File: src/rtl/ddrphy_wr_path.sv
// ddrphy_wr_path: DFI write datapath with programmable latency delay line and DQS preamble/postamble/gap FSM.
module ddrphy_wr_path #(
  parameter int NUM_LANES  = 8,
  parameter int LANE_WIDTH = 8,
  parameter int WRLAT_W    = 4,
  parameter int CNT_W      = 16
) (
  input  logic                              clk,
  input  logic                              rst,
  input  logic [WRLAT_W-1:0]                cfg_wrlat,
  input  logic                              dfi_wrdata_en,
  input  logic [2*NUM_LANES*LANE_WIDTH-1:0] dfi_wrdata,
  input  logic [2*NUM_LANES-1:0]            dfi_wrdata_mask,
  output logic                              dq_oe,
  output logic [NUM_LANES*LANE_WIDTH-1:0]   dq_rise,
  output logic [NUM_LANES*LANE_WIDTH-1:0]   dq_fall,
  output logic [NUM_LANES-1:0]              dm_rise,
  output logic [NUM_LANES-1:0]              dm_fall,
  output logic [NUM_LANES-1:0]              dqs_oe,
  output logic [NUM_LANES-1:0]              dqs_toggle,
  output logic                              cfg_busy,
  output logic [CNT_W-1:0]                  burst_cnt
);
  localparam int DW    = NUM_LANES*LANE_WIDTH;
  localparam int DEPTH = 2**WRLAT_W + 1;
  localparam int IW    = $clog2(DEPTH);
  typedef enum logic [2:0] {IDLE, PRE, DATA, GAP, POST} state_t;
  state_t                 state_q, state_d;
  logic [DEPTH-1:0]       en_q;
  logic [2*DW-1:0]        dat_q [DEPTH];
  logic [2*NUM_LANES-1:0] msk_q [DEPTH];
  logic [WRLAT_W-1:0]     lact_q;
  logic                   dq_oe_q;
  logic [DW-1:0]          dq_rise_q, dq_fall_q;
  logic [NUM_LANES-1:0]   dm_rise_q, dm_fall_q;
  logic [CNT_W-1:0]       burst_cnt_q;
  logic [IW-1:0]          la_idx, de_idx;
  logic                   la, de;
  logic [2*DW-1:0]        dat_tap;
  logic [2*NUM_LANES-1:0] msk_tap;
  // en_q[k] holds the enable sampled k+1 edges ago, so depth L+1 is index L
  assign la_idx  = IW'(lact_q);
  assign de_idx  = la_idx + IW'(1);
  assign la      = en_q[la_idx];
  assign de      = en_q[de_idx];
  assign dat_tap = dat_q[de_idx];
  assign msk_tap = msk_q[de_idx];
  assign cfg_busy = (state_q != IDLE) || (|en_q) || dfi_wrdata_en;
  always_comb begin
    state_d = state_q;
    case (state_q)
      IDLE:    state_d = la ? PRE : IDLE;
      PRE:     state_d = DATA;
      DATA:    state_d = de ? DATA : la ? GAP : POST;
      GAP:     state_d = DATA;
      POST:    state_d = la ? PRE : IDLE;
      default: state_d = IDLE;
    endcase
  end
  always_ff @(posedge clk) begin
    if (rst) begin
      state_q     <= IDLE;
      en_q        <= '0;
      lact_q      <= cfg_wrlat;
      dq_oe_q     <= 1'b0;
      dq_rise_q   <= '0;
      dq_fall_q   <= '0;
      dm_rise_q   <= '0;
      dm_fall_q   <= '0;
      burst_cnt_q <= '0;
      for (int i = 0; i < DEPTH; i++) begin
        dat_q[i] <= '0;
        msk_q[i] <= '0;
      end
    end else begin
      state_q  <= state_d;
      en_q     <= {en_q[DEPTH-2:0], dfi_wrdata_en};
      dat_q[0] <= dfi_wrdata;
      msk_q[0] <= dfi_wrdata_mask;
      for (int i = 1; i < DEPTH; i++) begin
        dat_q[i] <= dat_q[i-1];
        msk_q[i] <= msk_q[i-1];
      end
      dq_oe_q   <= de;
      dq_rise_q <= de ? dat_tap[DW-1:0] : '0;
      dq_fall_q <= de ? dat_tap[2*DW-1:DW] : '0;
      dm_rise_q <= de ? msk_tap[NUM_LANES-1:0] : '0;
      dm_fall_q <= de ? msk_tap[2*NUM_LANES-1:NUM_LANES] : '0;
      if (!cfg_busy)
        lact_q <= cfg_wrlat;
      if (state_d == PRE && burst_cnt_q != '1)
        burst_cnt_q <= burst_cnt_q + CNT_W'(1);
    end
  end
  assign dq_oe      = dq_oe_q;
  assign dq_rise    = dq_rise_q;
  assign dq_fall    = dq_fall_q;
  assign dm_rise    = dm_rise_q;
  assign dm_fall    = dm_fall_q;
  assign dqs_oe     = {NUM_LANES{state_q != IDLE}};
  assign dqs_toggle = {NUM_LANES{state_q == DATA}};
  assign burst_cnt  = burst_cnt_q;
endmodule

File: config.mk
export PLATFORM = sky130hd
export DESIGN_NAME = ddrphy_wr_path
export DESIGN_NICKNAME = d
export VERILOG_FILES = /design/src/rtl/ddrphy_wr_path.sv
export SDC_FILE = /design/constraint.sdc
export NUM_CORES = 2
export LEC_CHECK = 0
export CORE_MARGIN = 2
export CORE_UTILIZATION = 55
export DETAILED_ROUTE_END_ITERATION = 8
export PLACE_DENSITY = 0.8
export SLEW_MARGIN = 20
export SYNTH_ARGS = -nofsm -noshare
export SYNTH_HDL_FRONTEND = slang
export SYNTH_SLANG_ARGS = --single-unit
File: constraint.sdc
create_clock -name clk -period 3.1 [get_ports clk]
set_clock_uncertainty 0.2 [all_clocks]
set_input_delay 0.775 -clock clk [delete_from_list [all_inputs] [get_ports clk]]
set_output_delay 0.775 -clock clk [all_outputs]
set_load 0.02 [all_outputs]
Yosys cells after proc, flatten, opt, wreduce, memory -nomap -nowiden
Memory sizes are Yosys's and may differ from the RTL's. A register that Yosys moved wholly into a read port is not among the register bits.
Index checks and enable logic that the tools add are counted.
{"block": "classes", "bitwise_logic": 35, "n_mux": 47, "n_eq_ne": 7, "n_addsub": 2, "n_lt_le_gt_ge": 2, "n_reduce_logical": 9}
{"op": "$mux W128", "count": 17}
{"op": "$mux W16", "count": 17}
{"op": "$or A1 B1 Y1", "count": 34}
{"op": "$reduce_or A17 Y1", "count": 1}
{"op": "$add A16 B1 Y16 const B", "count": 1}
{"op": "$ne A16 B16 Y1 const B", "count": 1}
{"op": "$pmux W3 S3", "count": 1}
{"op": "$mux W4", "count": 2}
{"op": "$eq A3 B1 Y1 const B", "count": 2}
{"op": "$eq A3 B2 Y1 const B", "count": 2}
{"op": "$lt A4 B6 Y1 const B", "count": 1}
{"op": "$lt A5 B6 Y1 const B", "count": 1}
{"op": "$mux W1", "count": 6}
{"op": "$mux W3", "count": 2}
{"op": "$reduce_or A2 Y1", "count": 3}
{"op": "$add A4 B1 Y5 const B", "count": 1}
{"op": "$bmux W1 S5", "count": 1}
{"op": "$bmux W1 S4", "count": 1}
{"op": "$eq A3 B3 Y1 const B", "count": 1}
{"op": "$logic_not A3 Y1", "count": 1}
{"op": "$reduce_bool A3 Y1", "count": 1}
{"op": "$logic_or A1 B1 Y1", "count": 2}
{"op": "$ne A2 B2 Y1 const B", "count": 1}
{"op": "$logic_and A1 B1 Y1", "count": 1}
{"op": "$not A1 Y1", "count": 1}
{"block": "totals", "output_inout_bits": 178, "elab_cells": 109, "ff_bits": 41, "memories": 2, "mem_bits_rw": 2448, "input_bits": 151}
{"memory": "dat_q", "depth": 17, "word_bits": 128, "rd": 17, "rd_ports_with_merged_regs": 1, "wr": 17, "line_no": "30", "rtl": "logic [2*DW-1:0] dat_q [DEPTH];"}
{"memory": "msk_q", "depth": 17, "word_bits": 16, "rd": 17, "rd_ports_with_merged_regs": 1, "wr": 17, "line_no": "31", "rtl": "logic [2*NUM_LANES-1:0] msk_q [DEPTH];"}

Depth between registers and ports, before layout
{"block": "logic_depth", "word_depth": 7, "ltp_mapped": 12}

Worst setup path after synthesis
OpenSTA, ideal clock, no wires.
{"block": "synth_path", "path_kind": "flip-flop to flip-flop", "from": "register lact_q[1]", "to": "register dq_fall_q[38] (netlist: dq_fall[38])", "required_ns": 2.783, "path_slack_ns": 0.430, "setup_time_ns": 0.117, "t_arrival_ns": 2.354, "path_stages_with_launch": 10, "cell_sequence": "edfxtp_1 ha_1 buf_2 clkbuf_1 clkbuf_1 mux4_2 mux2i_1 a32oi_1 o21ai_0 nor2_2"}
{"block": "synth_between", "elab_chain_len": 5}
{"element": "start: declaration", "line_no": "32", "rtl": "logic [WRLAT_W-1:0] lact_q;"}
{"element": "start signal: assignment", "line_no": "64", "rtl": "lact_q <= cfg_wrlat;"}
{"element": "start signal: assignment", "line_no": "90", "rtl": "lact_q <= cfg_wrlat;"}
{"element": "$add A4 B1 Y5 (*)", "line_no": "43", "rtl": "assign de_idx = la_idx + IW'(1);"}
{"element": "$bmux W1 S5", "line_no": "45", "rtl": "assign de = en_q[de_idx];"}
{"element": "$mux W1 (implied by the code)", "line_no": "45"}
{"element": "$not A1 Y1 (no line)"}
{"element": "$reduce_or A2 Y1 (no line)"}
{"element": "end signal: assignment", "line_no": "86", "rtl": "dq_fall_q <= de ? dat_tap[2*DW-1:DW] : '0;"}
{"element": "end: declaration", "line_no": "34", "rtl": "logic [DW-1:0] dq_rise_q, dq_fall_q;"}
Mark *: on every way between the ends. The rest lies on a longest branch, timed or not. The select of a mux whose other input is x is not followed.
A chain may end at the register's enable or synchronous reset.

Worst setup path in the final report
{"block": "layout_path", "from": "register en_q[14]", "to": "output cfg_busy"}
{"block": "layout_between", "elab_chain_len": 3}
{"element": "start: declaration", "line_no": "29", "rtl": "logic [DEPTH-1:0] en_q;"}
{"element": "start signal: assignment", "line_no": "77", "rtl": "en_q <= {en_q[DEPTH-2:0], dfi_wrdata_en};"}
{"element": "$reduce_or A17 Y1", "line_no": "48", "rtl": "assign cfg_busy = (state_q != IDLE) || (|en_q) || dfi_wrdata_en;"}
{"element": "$logic_or A1 B1 Y1 (2 in series)", "line_no": "48"}
{"element": "end: declaration", "line_no": "21", "rtl": "output logic cfg_busy,"}
Every way passes these cells.

==> results.md <==
- Final worst setup slack: -0.0660 ns
- Average cell area after synthesis: 12.4 µm²
- Vias: 51800
- VDD IR-drop max: 0.569 mV
- Worst-skew pair later-pin latency: 0.91 ns
- Critical Path Start Type: flip-flop
- Part of the cycle the worst path needs: 1.02
- Fmax: 0.316 GHz
- Leading post-synthesis cells by cell area: dfxtp_1 (59%), nor2b_1 (17%), mux4_2 (15%), mux2i_1 (1.7%), clkbuf_1 (1.7%)
- Sequential share of power: 0.480
- Initial antenna violation count: 1
- Post-DR wirelength/cell: 18.5 µm
- Area of the multi-input gates: 34700 µm²
- Min Clock Period, post-route: 3.17 ns
- Final core occ: 0.642
- Status: finished with violations
- Logic pwr share: 0.073
- Crit-path cells: or4_4 > nor3_4 > nand3_2 > buf_6
- Post-layout net count: 7593
- Share of post-route cells with drive strength above 1: 0.152
- Leak pwr: 0.0390 µW
- Async S/R FF share, synth: 0
- Row cnt: 148
- Routability congestion estimate: 0.751
- Clk buf depth: 4
- Final wirelength: 181000 µm
- Top cell type by total area after synthesis: dfxtp_1
- Max_cap viols: 0
- DRC: 0
- Final Hold Vio Count: 0
- Number of H-tree levels: 5
- Synthesized net count: 7384
- Arrival @ worst endpoint: 2.19 ns
- I/O pin cnt: 329
- Register Area: 52800 µm²
- Detailed Routing Iterations Pass 1: 5
- Finished Layout Cells: 9800
- Detailed Place HPWL: 107000 µm
- Post-synth cell types: 47
- Detailed router's first-iteration violation count: 3379
- Layout area overhead: 16.2%
- Fin. max-slew vios: 0
- Slew of the pin with the lowest slew margin: 1.06 ns
- Core area: 162000 µm²
- Top_reg_cell synth: dfxtp_1
- Crit path capture type: primary output
- Most frequent cells in the layout: dfxtp_1 (2626), nor2b_1 (2476), mux4_2 (579)
- I/O Buffers: 328
- Cells after synthesis: 7231
- Seq/Total Area, Yosys: 0.589
- Worst-path clk slew: 0.06 ns
- Hold Path Class: input port to flip-flop
- Critical path type: flip-flop to primary output
- CTS buffer count: 274
- Vias per cell: 5.28
- CTS Root Cell: clkbuf_16
- Routed Antenna Nets: 0
- Largest net degree at the start of global routing: 233
- Grt ovf: 0
- Vias in the first global route: 55100
- Clock power frac: 0.447
- Leading cell type in the layout, fill and taps excluded: dfxtp_1
- Cell Area, Synth: 89600 µm²
- Setup-failing EPs final: 1
- Delay of the slowest cell on the worst path: 0.53 ns
- Worst Path Max Fanout: 4
- CP max-delay cell: or4_4
- Failing checks: negative setup slack
- Clk sinks: 2633
- CTS tree: built
- Inst Count DP: 9337
- Yosys reg bits: 2633
- Die width: 408 µm
- Global-route wire length before repair: 296000 µm
- Sw Ratio: 0.226
- NetSw: 16200 µW
- Slew HR: 0.292
- Die Height: 408 µm
- CP required: 2.12 ns
- Fillers: 11800
- Post-synth top area share: 0.588
- Global Route Usage Sum: 0.218
- RSZ-0062 raised after global routing: yes
- Synth warnings: 0
- Die footprint: 166000 µm²
- Starting density of the core: 0.552
- Pint: 55600 µW
- PD cells: 690 nW/µm²
- Post-synth EDFFs: 4
repair_timing:
action | CTS | global route
hold buffers | 0 | 0
gates resized for setup | 39 | 6
buffers inserted | 2 | 0
endpoints found under the hold margin | 0 | 0
pin swaps | 1 | 0
setup endpoints to repair | 27 | 7
cloned | 0 | 0
flip-flops by register name (all words and copies together), names as in the netlist:
signal / cells
dm_rise: 8
burst_cnt: 16
msk_q: 272
dq_rise: 64
dq_fall: 64
dq_oe: 1
dat_q: 2176
en_q: 17
dm_fall: 8
state_q: 3
lact_q: 4
layer usage:
layer / part of all wire / track usage / vias up
met1: 0.45 / 0.291 / 25900
met3: 0.037 / 0.0325 / 333
met4: 0.024 / 0.0662 / 0
li1: - / - / 24600
met2: 0.49 / 0.367 / 949
met5: 0 / 0 / -
area by class of cell:
cell class,instances,area share
diodes,1,0.0000240
clock buffers,400,0.0776
clock inverters,60,0.00695
inverters,7,0.000252
multi-input cells,4053,0.333
flip-flops and latches,2633,0.507
well taps,2175,0.0261
repair buffers,471,0.0491
through the flow:
step / setup slack (ns) / cell area [µm²] / hold slack [ns] / setup TNS (ns) / power [µW]
floorplan: 0.430 / 89600 / 0.219 / 0 / 38500
global placement: -0.471 / 95200 / 0.228 / -0.471 / 40500
detailed placement: -0.442 / 95200 / 0.244 / -0.442 / 40600
CTS: -0.159 / 104000 / 0.0951 / -0.159 / 72500
global route: -0.163 / 104000 / 0.141 / -0.163 / 74200
finish: -0.0660 / 104000 / 0.171 / -0.0660 / 71800
final timing paths:
path,startpoint,endpoint,slack (ns),cells after the start
max,en_q[14],cfg_busy,-0.07,4
min,rst,dat_q[9][116],0.17,2
max reg2reg,lact_q[0],dq_fall[6],0.10,9
min reg2reg,dat_q[10][95],dat_q[11][95],0.23,1
worst max-delay path, delay by kind of cell, from the launching register on:
| kind | cells | cell delay [ns] |
|---|---|---|
| buffers and inverters | 1 | 0.16 |
| flip-flops | 1 | 0.34 |
| AND/OR/NAND/NOR | 3 | 0.79 |
cell usage after synthesis, types with 3 or more instances:
cell      number
a21boi_0       3
a21oi_1        6
a311oi_1       3
a32oi_1      146
and2_1         3
and3_1         8
and4_1         3
buf_1         21
buf_2         84
buf_4         23
buf_6          5
clkbuf_1     404
dfxtp_1     2629
edfxtp_1       4
inv_1          6
mux2_2         7
mux2i_1      154
mux4_2       579
nand2_1      295
nand2b_1       6
nand3_1       11
nand4_1        8
nor2_1       150
nor2_2         9
nor2b_1     2476
nor3_1         3
nor3b_1        3
nor4_1         6
nor4b_1        3
o21ai_0      145
xnor2_1        7
kinds of logic (layout without fill, tap and decap cells):
kind of cell	Yosys count	in the layout	share of synthesized area
AO/OA/AOI/OAI	314	314	0.0244
XOR/XNOR	8	8	0.000782
adder cells (fa/ha/maj)	2	2	0.000279
buffers and inverters	545	938	0.0255
flip-flops	2633	2633	0.589
multiplexers	740	740	0.164
other	0	1	0
AND/OR/NAND/NOR	2989	2989	0.196
power groups by stage:
stage / combinational [µW] / sequential [µW] / clock (µW)
6_report: 5270 / 34500 / 32100
5_1_grt: 5610 / 34500 / 34000
4_1_cts: 5320 / 34500 / 32700
3_5_place_dp: 5320 / 35200 / 0
3_3_place_gp: 5270 / 35200 / 0
2_1_floorplan: 3260 / 35300 / 0
Power figures use the tool's default switching activity.
